`src/rtl/unified_mem_arbiter.sv`:
```
// Arbitrates a core's instruction-fetch and data ports onto one single-port memory.
// Data wins ties, an in-flight access is never pre-empted, and stalled accesses time out.
module unified_mem_arbiter #(
    parameter int unsigned TIMEOUT = 15
) (
    input  logic        clock,
    input  logic        reset,
    input  logic        i_req,
    input  logic [31:0] i_addr,
    input  logic        d_rd,
    input  logic        d_wr,
    input  logic [31:0] d_addr,
    input  logic [31:0] d_wdata,
    output logic [31:0] i_rdata,
    output logic        i_valid,
    output logic [31:0] d_rdata,
    output logic        d_valid,
    output logic        i_stall,
    output logic        d_stall,
    output logic        bus_err,
    output logic        mem_req,
    output logic        mem_we,
    output logic [31:0] mem_addr,
    output logic [31:0] mem_wdata,
    input  logic [31:0] mem_rdata,
    input  logic        mem_ready
);

    typedef enum logic [1:0] {IDLE, IFETCH, DACCESS, RESP} state_t;

    localparam logic [7:0] TimeoutLast = 8'(TIMEOUT - 1);

    state_t     state;
    logic [7:0] wait_cnt;
    logic       timed_out;

    // This cycle is the TIMEOUT-th one spent waiting.
    assign timed_out = (wait_cnt >= TimeoutLast);

    assign i_stall = i_req & ~i_valid;
    assign d_stall = (d_rd | d_wr) & ~d_valid;

    always_ff @(posedge clock) begin
        if (reset) begin
            state     <= IDLE;
            wait_cnt  <= 8'd0;
            mem_req   <= 1'b0;
            mem_we    <= 1'b0;
            mem_addr  <= 32'd0;
            mem_wdata <= 32'd0;
            i_rdata   <= 32'd0;
            d_rdata   <= 32'd0;
            i_valid   <= 1'b0;
            d_valid   <= 1'b0;
            bus_err   <= 1'b0;
        end else begin
            i_valid <= 1'b0;
            d_valid <= 1'b0;
            bus_err <= 1'b0;
            case (state)
                IDLE: begin
                    if (d_rd | d_wr) begin
                        state     <= DACCESS;
                        wait_cnt  <= 8'd0;
                        mem_req   <= 1'b1;
                        mem_we    <= d_wr;
                        mem_addr  <= d_addr;
                        mem_wdata <= d_wdata;
                    end else if (i_req) begin
                        state    <= IFETCH;
                        wait_cnt <= 8'd0;
                        mem_req  <= 1'b1;
                        mem_we   <= 1'b0;
                        mem_addr <= i_addr;
                    end
                end
                IFETCH, DACCESS: begin
                    if (mem_ready || timed_out) begin
                        state   <= RESP;
                        mem_req <= 1'b0;
                        mem_we  <= 1'b0;
                        bus_err <= ~mem_ready;
                        if (state == IFETCH) begin
                            i_valid <= 1'b1;
                            i_rdata <= mem_ready ? mem_rdata : 32'd0;
                        end else begin
                            d_valid <= 1'b1;
                            // Completed stores keep the last load value.
                            if (!mem_ready) begin
                                d_rdata <= 32'd0;
                            end else if (!mem_we) begin
                                d_rdata <= mem_rdata;
                            end
                        end
                    end else begin
                        wait_cnt <= wait_cnt + 8'd1;
                    end
                end
                RESP:    state <= IDLE;
                default: state <= IDLE;
            endcase
        end
    end

endmodule

```
`config.mk`:
```
export PLATFORM = sky130hd
export DESIGN_NAME = unified_mem_arbiter
export DESIGN_NICKNAME = d
export VERILOG_FILES = /design/src/rtl/unified_mem_arbiter.sv
export SDC_FILE = /design/constraint.sdc
export NUM_CORES = 1
export LEC_CHECK = 0
export BUFFER_PORTS_ARGS = -buffer_cell sky130_fd_sc_hd__buf_2
export CORE_MARGIN = 2
export CORE_UTILIZATION = 46
export CTS_BUF_LIST = sky130_fd_sc_hd__clkbuf_16
export DETAILED_ROUTE_END_ITERATION = 8
export GPL_ROUTABILITY_DRIVEN = 0
export PLACE_DENSITY = 0.86
export SYNTH_ARGS = -nofsm -noshare
export SYNTH_HDL_FRONTEND = slang
export SYNTH_SLANG_ARGS = --single-unit
```
`constraint.sdc`:
```
create_clock -name clock -period 2.3 [get_ports clock]
set_input_delay 0.46 -clock clock [delete_from_list [all_inputs] [get_ports clock]]
set_output_delay 0.46 -clock clock [all_outputs]
set_load 0.005 [all_outputs]
```
==> results.sh <==
export IMPL_place_ws_ns=0.203
export IMPL_synthTopCellsByArea="dfxtp_1, nand2_1, a21oi_1"
export IMPL_dpl_instance_area_mm2=0.00713
export IMPL_post_cts_buffers=0
export IMPL_synth_seq_area_share_pct=50.8
export IMPL_r2r_setup_slack_ns=0.25
export IMPL_io_pins=269
export IMPL_wirelength_um=16000
export IMPL_cp_end_kind="flip-flop"
export IMPL_finalSetupViolCount=0
export IMPL_yosysWarnings=0
export IMPL_grt_pass1_vias=5356
export IMPL_p_per_area_mw_per_mm2=1150
export IMPL_area_growth_pct=38.1
export IMPL_synth_top_area_share_pct=50.8
export IMPL_post_cts_resized=0
export IMPL_final_min_clock_period_ns=2.05
export IMPL_synth_flop_cell="dfxtp_1"
export IMPL_grt_max_degree=65
export IMPL_drt_first_pass_iters=5
export IMPL_fin_crit_sh_pct=89.0
export IMPL_syn_area_per_cell_um2=8.08
export IMPL_required_ns=2.59
export IMPL_die_w_um=115
export IMPL_synthesis_area_mm2=0.00563
export IMPL_worstHoldStart="d_wdata[3]"
export IMPL_clock_fmax_mhz=488
export IMPL_setup_worst_path_class="reg2reg"
export IMPL_ys_ff_latch=143
export IMPL_status="completed"
export IMPL_syn_inst=697
export IMPL_grt_overflow=0
export IMPL_clock_skew_ns=0.00513
export IMPL_ant_nets=0
export IMPL_antenna_found_initial=0
export IMPL_clk_insertion_delay_late_ns=0.41
export IMPL_reg2reg_depth=7
export IMPL_cts_tree="yes"
export IMPL_path_cells="inv_1 > ha_1 > o211a_1 > o311a_1 > buf_12 > nand3_1 > a21oi_1"
export IMPL_holdBufCountCts=0
export IMPL_crit_path_top_delay_cell="o311a_1"
export IMPL_core_mm2=0.0120
export IMPL_slew_headroom_pct=58.6
export IMPL_maxCapViolations=0
export IMPL_drc=0
export IMPL_p_leak_uw=0.00348
export IMPL_grt_first_pass_wirelength_um=25500
export IMPL_synth_distinct_cells=35
export IMPL_ir_drop_uv=648
export IMPL_rsz0062_at_grt="no"
export IMPL_start_util_pct=47.1
export IMPL_synth_edf_count=0
export IMPL_cts_sinks=143
export IMPL_io_buffer_count=268
export IMPL_clk_pin_slew_ns=0.06
export IMPL_hpwl_um=11200
export IMPL_power_total_uw=8920
export IMPL_cts_root_buf="clkbuf_16"
export IMPL_async_reset_ff_share_pct=0
export IMPL_grt_util_all_layers_pct=24.5
export IMPL_cp_num_buf_inv=2
export IMPL_vias=5891
export IMPL_die_y_um=115
export IMPL_hold_violations=0
export IMPL_final_cell_area_mm2=0.00778
export IMPL_ctsLongestPathBuffers=2
export IMPL_fin_util_pct=65.0
export IMPL_worstMarginPinSlew_ns=0.612
export IMPL_tns_ns=0
export IMPL_drive_gt1_share_pct=34.3
export IMPL_cts_buffers=17
export IMPL_synth_fp_nets=836
export IMPL_worst_ep_arrival_time_ns=2.33
export IMPL_yosys_top_cells_count="nand2_1, dfxtp_1, a21oi_1, nand3_1"
export IMPL_routedWlPerCell_um=14.5
export IMPL_timing_rr_end="d_rdata[24]"
export IMPL_timing_final_ws_setup_ns=0.252
export IMPL_yosysMostFrequentCell="nand2_1"
export IMPL_cp_slowest_stage_delay_ns=0.49
export IMPL_cts_htree_levels=4
export IMPL_reg2reg_from="wait_cnt[0]"
export IMPL_path_max_fanout=24
export IMPL_antenna_cells=0
export IMPL_hold_depth=3
export IMPL_hp_class="in2reg"
export IMPL_drt_first_iter_violations=557
export IMPL_critPathTopFamily="compound AO/OA/AOI/OAI gates"
export IMPL_dieArea_mm2=0.0131
export IMPL_finalNetCount=1085
export IMPL_hold_end="mem_wdata[3]"
export IMPL_drt_vias_per_instance=5.33
export IMPL_synth_top_area_cell="dfxtp_1"
export IMPL_rows=40
export IMPL_start_kind="flip-flop"
export IMPL_finalMaxSlewViolations=0
## cell usage in the layout, fill, tap and decap left out, types with 2 or more instances in the layout
cell type and n:
a21oi_1 105, a311oi_1 33, a31oi_1 3, and3_1 2, buf_12 6, buf_2 267, buf_4 19, bufinv_16 6
clkbuf_16 17, clkinv_1 3, clkinv_2 3, clkinvlp_4 2, dfxtp_1 143, ha_1 5, inv_1 8, nand2_1 162
nand2b_1 2, nand3_1 68, nor2_1 40, nor3_1 3, o211ai_1 2, o21ai_0 35, o21ai_1 2, o311a_1 2
o311ai_4 2, or4_1 3
## worst min-delay path, delay by kind of cell
family / cells / cell delay [ns]
AND/OR/NAND/NOR: 1 / 0.04
buffers and inverters: 1 / 0.09
AO/OA/AOI/OAI: 1 / 0.05
## cell families (layout without fill, tap and decap cells)
kind of cell	Yosys count	count (layout)	share of synthesized area (%)
simple gates	289	289	21.8
compound gates	190	190	20.6
flops	143	143	50.8
buf+inv	70	331	5.73
fa+ha+maj	5	5	1.11
## sequential cells by signal, indices dropped and copies added, names as in the netlist
| name | count |
|---|---|
| mem_req | 1 |
| mem_addr | 32 |
| state | 2 |
| mem_we | 1 |
| i_valid | 1 |
| mem_wdata | 32 |
| wait_cnt | 8 |
| d_rdata | 32 |
| d_valid | 1 |
| bus_err | 1 |
| i_rdata | 32 |
## metrics by stage
step / instances / hold WS (ns)
after floorplan: 697 / 0.451
after global placement: 1074 / 0.439
after detailed placement: 1074 / 0.444
final: 1105 / 0.282
after global routing: 1105 / 0.267
after CTS: 1105 / 0.263
## worst max path at each step
stage                           start           to  cells past startpoint
final                     wait_cnt[0]  d_rdata[24]                      7
after global routing      wait_cnt[1]  d_rdata[29]                      6
after CTS                 wait_cnt[0]  d_rdata[24]                      7
after detailed placement    mem_ready  i_rdata[16]                      7
after global placement      mem_ready     state[1]                      6
after floorplan              state[0]  wait_cnt[7]                      8
## report_power, final
group,internal [µW],switching (µW)
registers,2970,240
logic,1100,1590
clock network,2010,1010
total,6080,2850
## area by class of cell
class,count,area (µm²)
clock buffer,17,425
clock inverter,14,221
fill,1034,4180
inverter,8,30.0
multi-input combinational,484,2460
sequential,143,2860
tap,147,184
timing repair buffer,292,1600
## metal layers
layer,vias to the layer above,wire length (µm),global-route usage (%)
met2,245,7770,40.4
li1,2915,-,-
met4,0,516,12.6
met5,-,0,0
met1,2697,6530,28.8
met3,34,1220,7.46
(Power assumes the default switching activity.)
